## src/rtl/spi_slave_rx32_if.sv

```systemverilog
// Bus bundle for spi_slave_rx32: SPI pins, reply/receive words and status.
`timescale 1ns/1ps
interface spi_slave_rx32_if #(
  parameter int FRAME_BITS = 32,
  parameter int ERRCNT_W   = 8
);
  // rx_valid and frame_err are single-cycle strobes with no ready: the SPI
  // master cannot be stalled, so a consumer must take rx_data when rx_valid=1.
  logic                  en;
  logic                  SCK;
  logic                  SSEL;
  logic                  MOSI;
  logic                  MISO;
  logic [FRAME_BITS-1:0] tx_data;
  logic [FRAME_BITS-1:0] rx_data;
  logic                  rx_valid;
  logic                  frame_err;
  logic [ERRCNT_W-1:0]   err_count;
  logic                  busy;
  logic [1:0]            state_dbg;

  modport slave (
    input  en, SCK, SSEL, MOSI, tx_data,
    output MISO, rx_data, rx_valid, frame_err, err_count, busy, state_dbg
  );

  modport master (
    output en, SCK, SSEL, MOSI, tx_data,
    input  MISO, rx_data, rx_valid, frame_err, err_count, busy, state_dbg
  );
endinterface

```

## src/rtl/spi_slave_rx32.sv

```systemverilog
// SPI slave for fixed-length frames: oversamples SCK/SSEL/MOSI in clk,
// assembles the received word and shifts a reply word out on MISO.
`timescale 1ns/1ps
module spi_slave_rx32 #(
  parameter int FRAME_BITS  = 32,
  parameter int SYNC_STAGES = 2,
  parameter int ERRCNT_W    = 8
) (
  input  logic           clk,
  input  logic           reset,
  spi_slave_rx32_if.slave bus
);
  localparam int CNT_W = $clog2(FRAME_BITS + 1);
  localparam int FL_W  = $clog2(SYNC_STAGES + 1);

  typedef enum logic [1:0] {
    IDLE   = 2'd0,
    ACTIVE = 2'd1,
    DONE   = 2'd2
  } state_t;

  state_t state_q, state_d;

  logic [SYNC_STAGES-1:0] sck_sync, ssel_sync, mosi_sync;
  logic                   sck_hist, ssel_hist;
  logic                   sck_s, ssel_s, mosi_s;
  logic                   sck_rise, sck_fall, ssel_rise, ssel_fall;
  logic [FL_W-1:0]        flush_cnt;
  logic                   flush_done, ssel_armed;

  logic [FRAME_BITS-1:0]  tx_shift, rx_shift;
  logic [CNT_W-1:0]       bit_cnt;
  logic                   over_len;
  logic                   miso_q;
  logic                   frame_ok;

  logic start, rx_step, ovf_set, tx_step, commit, abort, miso_clr;

  always_ff @(posedge clk or posedge reset) begin
    if (reset) begin
      sck_sync  <= '0;
      ssel_sync <= '1;
      mosi_sync <= '0;
      sck_hist  <= 1'b0;
      ssel_hist <= 1'b1;
    end else begin
      sck_sync  <= {sck_sync[SYNC_STAGES-2:0], bus.SCK};
      ssel_sync <= {ssel_sync[SYNC_STAGES-2:0], bus.SSEL};
      mosi_sync <= {mosi_sync[SYNC_STAGES-2:0], bus.MOSI};
      sck_hist  <= sck_sync[SYNC_STAGES-1];
      ssel_hist <= ssel_sync[SYNC_STAGES-1];
    end
  end

  assign sck_s  = sck_sync[SYNC_STAGES-1];
  assign ssel_s = ssel_sync[SYNC_STAGES-1];
  assign mosi_s = mosi_sync[SYNC_STAGES-1];

  // The chains reset to "idle" values, so a falling SSEL is only trusted once
  // a genuinely sampled high level has been seen after reset.
  assign flush_done = (flush_cnt == FL_W'(SYNC_STAGES));

  always_ff @(posedge clk or posedge reset) begin
    if (reset) begin
      flush_cnt  <= '0;
      ssel_armed <= 1'b0;
    end else begin
      if (!flush_done) flush_cnt <= flush_cnt + FL_W'(1);
      ssel_armed <= ssel_armed | (flush_done & ssel_s);
    end
  end

  assign sck_rise  = sck_s & ~sck_hist;
  assign sck_fall  = ~sck_s & sck_hist;
  assign ssel_rise = ssel_s & ~ssel_hist;
  assign ssel_fall = ssel_armed & ssel_hist & ~ssel_s;

  assign frame_ok = (bit_cnt == CNT_W'(FRAME_BITS)) && !over_len;

  always_ff @(posedge clk or posedge reset) begin
    if (reset) state_q <= IDLE;
    else       state_q <= state_d;
  end

  always_comb begin
    state_d  = state_q;
    start    = 1'b0;
    rx_step  = 1'b0;
    ovf_set  = 1'b0;
    tx_step  = 1'b0;
    commit   = 1'b0;
    abort    = 1'b0;
    miso_clr = 1'b0;
    case (state_q)
      IDLE: begin
        miso_clr = 1'b1;
        if (bus.en && ssel_fall) begin
          state_d  = ACTIVE;
          start    = 1'b1;
          miso_clr = 1'b0;
        end
      end
      ACTIVE: begin
        if (!bus.en) begin
          state_d  = IDLE;
          miso_clr = 1'b1;
        end else if (ssel_rise) begin
          // SSEL rising wins over a coincident SCK edge.
          state_d = DONE;
        end else begin
          if (sck_rise) begin
            if (bit_cnt == CNT_W'(FRAME_BITS)) ovf_set = 1'b1;
            else                               rx_step = 1'b1;
          end
          tx_step = sck_fall;
        end
      end
      DONE: begin
        state_d  = IDLE;
        miso_clr = 1'b1;
        if (bus.en) begin
          commit = frame_ok;
          abort  = !frame_ok;
        end
      end
      default: begin
        state_d  = IDLE;
        miso_clr = 1'b1;
      end
    endcase
  end

  always_ff @(posedge clk or posedge reset) begin
    if (reset) begin
      tx_shift      <= '0;
      rx_shift      <= '0;
      bit_cnt       <= '0;
      over_len      <= 1'b0;
      miso_q        <= 1'b0;
      bus.rx_data   <= '0;
      bus.rx_valid  <= 1'b0;
      bus.frame_err <= 1'b0;
      bus.err_count <= '0;
    end else begin
      bus.rx_valid  <= commit;
      bus.frame_err <= abort;
      if (start) begin
        tx_shift <= bus.tx_data;
        rx_shift <= '0;
        bit_cnt  <= '0;
        over_len <= 1'b0;
        miso_q   <= bus.tx_data[FRAME_BITS-1];
      end else if (miso_clr) begin
        miso_q <= 1'b0;
      end
      if (rx_step) begin
        rx_shift <= {rx_shift[FRAME_BITS-2:0], mosi_s};
        bit_cnt  <= bit_cnt + CNT_W'(1);
      end
      if (ovf_set) over_len <= 1'b1;
      // Zeros shift in behind the reply word, so MISO falls to 0 after the last bit.
      if (tx_step) begin
        tx_shift <= tx_shift << 1;
        miso_q   <= tx_shift[FRAME_BITS-2];
      end
      if (commit) bus.rx_data <= rx_shift;
      if (abort && (bus.err_count != '1)) bus.err_count <= bus.err_count + ERRCNT_W'(1);
    end
  end

  assign bus.MISO      = miso_q & bus.en;
  assign bus.busy      = (state_q != IDLE);
  assign bus.state_dbg = state_q;

endmodule

```

## src/flat_wrapper.sv

```systemverilog
// flat-port wrapper written by rule: the top's interface ports become plain ports
module spi_slave_rx32_flat 
#(
  parameter int FRAME_BITS  = 32,
  parameter int SYNC_STAGES = 2,
  parameter int ERRCNT_W    = 8
)
  (clk, reset, bus_en, bus_SCK, bus_SSEL, bus_MOSI, bus_tx_data, bus_MISO, bus_rx_data, bus_rx_valid, bus_frame_err, bus_err_count, bus_busy, bus_state_dbg);
  spi_slave_rx32_if #(.FRAME_BITS(FRAME_BITS), .ERRCNT_W(ERRCNT_W)) bus_i ();
  input  logic clk;
  input  logic reset;
  input wire logic [$bits(bus_i.en)-1:0] bus_en;
  input wire logic [$bits(bus_i.SCK)-1:0] bus_SCK;
  input wire logic [$bits(bus_i.SSEL)-1:0] bus_SSEL;
  input wire logic [$bits(bus_i.MOSI)-1:0] bus_MOSI;
  input wire logic [$bits(bus_i.tx_data)-1:0] bus_tx_data;
  output wire logic [$bits(bus_i.MISO)-1:0] bus_MISO;
  output wire logic [$bits(bus_i.rx_data)-1:0] bus_rx_data;
  output wire logic [$bits(bus_i.rx_valid)-1:0] bus_rx_valid;
  output wire logic [$bits(bus_i.frame_err)-1:0] bus_frame_err;
  output wire logic [$bits(bus_i.err_count)-1:0] bus_err_count;
  output wire logic [$bits(bus_i.busy)-1:0] bus_busy;
  output wire logic [$bits(bus_i.state_dbg)-1:0] bus_state_dbg;
  assign bus_i.en = bus_en;
  assign bus_i.SCK = bus_SCK;
  assign bus_i.SSEL = bus_SSEL;
  assign bus_i.MOSI = bus_MOSI;
  assign bus_i.tx_data = bus_tx_data;
  assign bus_MISO = bus_i.MISO;
  assign bus_rx_data = bus_i.rx_data;
  assign bus_rx_valid = bus_i.rx_valid;
  assign bus_frame_err = bus_i.frame_err;
  assign bus_err_count = bus_i.err_count;
  assign bus_busy = bus_i.busy;
  assign bus_state_dbg = bus_i.state_dbg;
  spi_slave_rx32 #(.FRAME_BITS(FRAME_BITS), .SYNC_STAGES(SYNC_STAGES), .ERRCNT_W(ERRCNT_W)) u_core (.clk(clk), .reset(reset), .bus(bus_i));
endmodule
```

## config.mk

```make
export PLATFORM = sky130hd
export DESIGN_NAME = spi_slave_rx32_flat
export DESIGN_NICKNAME = d
export VERILOG_FILES = /design/src/rtl/spi_slave_rx32_if.sv /design/src/rtl/spi_slave_rx32.sv /design/src/flat_wrapper.sv
export SDC_FILE = /design/constraint.sdc
export NUM_CORES = 1
export LEC_CHECK = 0
export ABC_AREA = 1
export CAP_MARGIN = 20
export CORE_UTILIZATION = 24
export DETAILED_ROUTE_END_ITERATION = 16
export GPL_TIMING_DRIVEN = 0
export PLACE_DENSITY = 0.46
export REMOVE_ABC_BUFFERS = 1
export SLEW_MARGIN = 20
export SYNTH_ARGS = -nofsm -noshare
export SYNTH_HDL_FRONTEND = slang
export SYNTH_SLANG_ARGS = --single-unit
```

## constraint.sdc

```tcl
create_clock -name clk -period 6.2 [get_ports clk]
set_input_delay 1.24 -clock clk [delete_from_list [all_inputs] [get_ports clk]]
set_output_delay 1.24 -clock clk [all_outputs]
set_load 0.05 [all_outputs]
```

==> results of run 1 <==
## final cells by class
type / instances / area [µm²]
Fill cell: 2268 / 14700
Sequential cell: 126 / 3160
Multi-Input combinational cell: 379 / 1870
Timing Repair Buffer: 86 / 906
Clock buffer: 19 / 453
Tap cell: 280 / 350
Inverter: 52 / 203
Clock inverter: 13 / 186
## per-layer routing
layer / GRT usage, % / up-vias / part of all wire [%]
li1: - / 2124 / -
met1: 15.4 / 1974 / 49
met2: 16.6 / 98 / 45
met3: 3.64 / 11 / 5.1
met4: 3.60 / 0 / 1.3
met5: 0 / - / 0
## registers in the layout (all words and copies together), names as in the netlist, 2 cells and up
| name | flops |
|---|---|
| u_core.rx_shift | 32 |
| u_core.bus.state_dbg | 2 |
| u_core.flush_cnt | 2 |
| u_core.mosi_sync | 2 |
| u_core.bus.rx_data | 32 |
| u_core.bus.err_count | 8 |
| u_core.ssel_sync | 2 |
| u_core.tx_shift | 31 |
| u_core.bit_cnt | 6 |
| u_core.sck_sync | 2 |
## cell families (layout without fill, tap and decap cells)
| group | Yosys count | after routing | share of synthesized area, % |
|---|---|---|---|
| AND/OR/NAND/NOR | 310 | 310 | 26.6 |
| flip-flops | 126 | 126 | 59.0 |
| buffers and inverters | 87 | 170 | 6.85 |
| AO/OA/AOI/OAI | 59 | 59 | 5.57 |
| XOR/XNOR | 6 | 6 | 0.983 |
| adder cells (fa/ha/maj) | 4 | 4 | 0.936 |
## worst paths after layout
check | start | slack (ps) | depth (start not counted) | to
max | bus_en | 2300 | 4 | bus_MISO
min | u_core.sck_sync[0]$_DFF_PP0_ | 350 | 0 | u_core.sck_sync[1]$_DFF_PP0_
max reg2reg | u_core.bus.state_dbg[1]$_DFFE_PP0P_ | 3400 | 7 | u_core.bit_cnt[5]$_DFFE_PP0P_
min reg2reg | u_core.sck_sync[0]$_DFF_PP0_ | 350 | 0 | u_core.sck_sync[1]$_DFF_PP0_
max in group asynchronous | reset | 4250 | 3 | u_core.ssel_hist$_DFF_PP1_
min in group asynchronous | reset | 1240 | 2 | u_core.bus.rx_data[14]$_DFFE_PP0P_
## stage by stage
stage,instance area [µm²],utilization (%)
after floorplan,5180,-
after global placement,6360,29.1
after detailed placement,6480,29.7
after CTS,7120,32.6
after global routing,7120,32.6
final,7120,32.6
## power by group through the flow
stage	Combinational (mW)	Clock, mW	Sequential [mW]
2_1_floorplan	0.0846	0	0.925
3_3_place_gp	0.147	0	0.922
3_5_place_dp	0.156	0	0.924
4_1_cts	0.156	1.11	0.910
5_1_grt	0.173	1.14	0.916
6_report	0.152	1.08	0.910
## worst max-delay path: stages
cell             delay [ps]
clkdlybuf4s50_1         510
nand2_1                  60
inv_1                    50
clkdlybuf4s50_1         790
## Yosys cell counts, drive strengths merged
master / number
xor2: 3
buf: 10
xnor2: 3
ha: 4
nor3: 2
a21o: 1
clkbuf: 25
dfrtp: 123
dfstp: 3
o21ai: 58
nand3: 178
inv: 52
nor2: 15
nand3b: 1
nand2: 109
nand4: 5
==> out/metrics.csv, run 1 <==
metric,value,unit
Rows,54,
Port Buffers,83,
Tmin final,3900,ps
dpl cells,923,
Yosys warnings,0,
CP startpoint kind,input port,
CP arrival,2660,ps
Max Clk Rate,0.256,GHz
Final Wtd Congestion,0.756,
Via density,4.41,
nets@finish,704,
worst-skew pair later-pin latency,410,ps
syn avg cell area,9.04,µm²
Post-CTS Setup Bufs,0,
Root Buffer,clkbuf_16,
"most common cell after layout, fill and taps aside",nand3_1,
Setup crit end kind,output port,
Layout area overhead,33.1,%
total CTS buffers,17,
Routed WL,11.9,mm
CTS sink count,126,
Tot Pwr,2.14,mW
gr usage total,11.2,%
CTS tree,done,
fin. max-slew vios,0,
post-synth top area cell,dfrtp_1,
initial DRC count,228,
"top cells by area, synth","dfrtp_1 (58%), nand3_1 (17%), nand2_1 (7.6%), inv_1 (3.4%), o21ai_1 (2.8%)",
setup TNS,0,ps
Worst VDD drop,0.174,mV
Die Area,22900,µm²
vias in the first global route,4090,
max_slew headroom,46.4,%
post-synth top area share,57.5,%
Max Cap Viol,0,
first-pass GRT wire length,20.2,mm
number of setup violations in the final report,0,
fin crit share,63.0,%
Finished Layout Cells,955,
post_cts resized,0,
post-synth cell types,24,
worst clock skew,6.13,ps
RSZ-0062 raised after global routing,false,
PD cells,300,nW/µm²
largest net degree at the start of global routing,69,
"Max FO, Critical Path",3,
final hold violations,0,
Post-route DRC,0,
Die X,151,µm
detailed placer's ending HPWL,7.48,mm
clock share of power,50.3,%
cell area after synthesis,5350,µm²
Core ar.,21800,µm²
P_sw,502,µW
gr ovfl total,0,
status,"complete, no violations",
Pint,1.64,mW
pre-CTS setup slack,2050,ps
layout cells sized above 1,7.56,%
critical path class,input port to output port,
"Seq/Total Area, Yosys",59.0,%
Initial Util,24.5,%
Routed Antenna Nets,0,
iteration count of the initial detailed-routing pass,4,
most frequent cells in the layout,"nand3_1 (177), dfrtp_1 (123), nand2_1 (106)",
Vias,4207,
combinational share of power,7.1,%
"Hold-fix buffers, CTS",0,
Routed wire per std cell,12.4,µm
WHS,346,ps
Die Ht,151,µm
# H-tree levels,4,
part of the power in registers,42.5,%
Worst-path clk slew,50,ps
"flops & latches, synth",126,
Worst-Margin Slew,802,ps
Longest Clk Path Bufs,2,
Antenna Cells,0,
P_leak,3.14,nW
initial antenna violation count,0,
switching share of total power,23.4,%
WP data required,4960,ps
final worst slack,2300,ps
synthesized instance count,592,
hold crit path type,flop to flop,
Ports,84,
(Power assumes the default switching activity.)
==> inputs of run 2 (changes only) <==
==> constraint.sdc (replaced) <==
create_clock -name clk -period 3.8 [get_ports clk]
set_input_delay 0.76 -clock clk [delete_from_list [all_inputs] [get_ports clk]]
set_output_delay 0.76 -clock clk [all_outputs]
set_load 0.05 [all_outputs]
==> results of run 2 <==
The final DEF is identical to that of run 1. Status: complete, no violations.
Among the figures that moved: setup slack after placement 2050 ps -> 127 ps; setup slack after layout 2300 ps -> 647 ps; end point of the critical path bus_MISO -> u_core.bit_cnt[5]$_DFFE_PP0P_; register-to-register setup slack 3400 ps -> 1000 ps; total power 2.14 mW -> 3.49 mW; worst IR drop on VDD 0.174 mV -> 0.283 mV
==> inputs of run 3 (changes only) <==
==> constraint.sdc (replaced) <==
create_clock -name clk -period 3.11 [get_ports clk]
set_input_delay 0.622 -clock clk [delete_from_list [all_inputs] [get_ports clk]]
set_output_delay 0.622 -clock clk [all_outputs]
set_load 0.05 [all_outputs]
==> run 3 against run 2 <==
Net effect:
- cell area grew 0.25%
- clock-buffer cell count stayed put
- worst setup slack lost 480 ps
- sequential share of layout area decreased by 0.11 points
- sequential power up 21%
- critical endpoint is now bus_busy
- largest cell class unchanged
==> out/metrics.csv, run 3 (synthesis gave the netlist of run 1 again) <==
metric,value,unit,change
RSZ-0062 raised after global routing,false,,unchanged
WHS,347,ps,was 346 ps
Final Wtd Congestion,0.756,,unchanged
Core ar.,21800,µm²,unchanged
Tot Pwr,4.27,mW,was 3.49 mW
hold crit path type,flop to flop,,unchanged
WP data required,2490,ps,was 4140 ps
Root Buffer,clkbuf_16,,unchanged
Die Ht,151,µm,unchanged
final hold violations,0,,unchanged
Port Buffers,83,,unchanged
Antenna Cells,0,,unchanged
Rows,54,,unchanged
Max Cap Viol,0,,unchanged
CTS tree,done,,unchanged
critical path class,flop to output port,,was input port to flop
gr usage total,11.2,%,unchanged
Max Clk Rate,0.340,GHz,
status,"complete, no violations",,unchanged
Routed WL,12.4,mm,was 11.9 mm
Worst-path clk slew,60,ps,was 50 ps
first-pass GRT wire length,20.2,mm,unchanged
# H-tree levels,4,,unchanged
PD cells,598,nW/µm²,was 490 nW/µm²
detailed placer's ending HPWL,7.48,mm,unchanged
Post-CTS Setup Bufs,0,,unchanged
"most common cell after layout, fill and taps aside",nand3_1,,unchanged
initial DRC count,247,,was 228
Ports,84,,unchanged
fin. max-slew vios,0,,unchanged
number of setup violations in the final report,0,,unchanged
nets@finish,705,,was 704
Worst VDD drop,0.346,mV,was 0.283 mV
P_leak,3.14,nW,about the same
biggest regs,"u_core.bus.rx_data: 32 flops, u_core.rx_shift: 32 flops, u_core.tx_shift: 31 flops",,unchanged
Vias,4257,,"was 4,207"
most frequent cells in the layout,"nand3_1 (177), dfrtp_1 (123), nand2_1 (106)",,unchanged
CP arrival,2320,ps,was 3500 ps
fin crit share,94.6,%,
Die Area,22900,µm²,unchanged
Post-route DRC,0,,unchanged
Layout fillers,2266,,"was 2,268"
vias in the first global route,4090,,unchanged
initial antenna violation count,0,,unchanged
max_slew headroom,39.3,%,was 46.4%
Initial Util,24.5,%,unchanged
gr ovfl total,0,,unchanged
"Hold-fix buffers, CTS",0,,unchanged
Longest Clk Path Bufs,2,,unchanged
largest net degree at the start of global routing,69,,unchanged
Routed Antenna Nets,0,,unchanged
worst clock skew,7.18,ps,was 6.13 ps
CTS sink count,126,,unchanged
Routed wire per std cell,12.9,µm,was 12.4 µm
iteration count of the initial detailed-routing pass,4,,unchanged
Worst-Margin Slew,908,ps,was 802 ps
Setup crit end kind,output port,,was flop
Die X,151,µm,unchanged
"Max FO, Critical Path",34,,was 67
Layout area overhead,33.5,%,was 33.1%
total CTS buffers,17,,unchanged
Tmin final,2940,ps,
CP startpoint kind,flop,,was input port
worst-skew pair later-pin latency,410,ps,about the same
layout cells sized above 1,7.69,%,was 7.56%
Via density,4.45,,was 4.41
[run 3: cell types whose count changed in the layout (fill, tap and decap cells not counted)]
cell	previous run	this run
nand3_4	1	2
[run 3: layout make-up]
class,instances,area [µm²],area share (%)
clock buffer,19,453,6.35
inverter,52,203,2.84
multi-input combinational,380,1880,26.4
clock inverter,13,186,2.61
timing repair buffer,86,906,12.7
tap,280,350,4.91
sequential,126,3160,44.2
[run 3: critical path, cell delays in order (launching register included)]
cell and delay, ps:
dfrtp_1 430, nor2_4 650, inv_1 90, clkdlybuf4s50_1 720
[run 3: worst paths after layout]
path	slack (ps)	to	cells past startpoint	startpoint
min in group asynchronous	620	u_core.bus.rx_data[14]$_DFFE_PP0P_	2	reset
setup / recovery	170	bus_busy	3	u_core.bus.state_dbg[1]$_DFFE_PP0P_
setup reg to reg	510	u_core.tx_shift[2]$_DFFE_PP0P_	6	u_core.bus.state_dbg[1]$_DFFE_PP0P_
hold / removal	350	u_core.sck_sync[1]$_DFF_PP0_	0	u_core.sck_sync[0]$_DFF_PP0_
hold reg to reg	350	u_core.sck_sync[1]$_DFF_PP0_	0	u_core.sck_sync[0]$_DFF_PP0_
max in group asynchronous	1780	u_core.ssel_hist$_DFF_PP1_	3	reset
[run 3: through the flow]
step / util (%) / cell area (µm²) / cells / setup slack, ps / TNS [ps]
after floorplan: - / 5180 / 557 / -863 / -138370
after global placement: 29.1 / 6360 / 920 / -2750 / -488170
after detailed placement: 29.7 / 6480 / 923 / -425 / -21040
after CTS: 32.6 / 7120 / 955 / 22.1 / 0
after global routing: 32.7 / 7140 / 956 / 8.39 / 0
final: 32.7 / 7140 / 956 / 169 / 0
[run 3: where the power goes]
group          total [mW]  switching, mW  internal [mW]
registers            1.81         0.0660           1.75
logic               0.306          0.178          0.128
clock network        2.15          0.761           1.39
[run 3: metal layers]
metal	vias to the layer above	GRT usage, %	wire length, µm
li1	2127	-	-
met1	2021	15.4	6050
met2	96	16.6	5520
met3	13	3.64	621
met4	0	3.60	161
met5	-	0	0
[run 3: what timing repair did]
action,CTS,global route
resized for setup,0,1
setup endpoints to repair,0,34
endpoints found under the hold margin,0,0
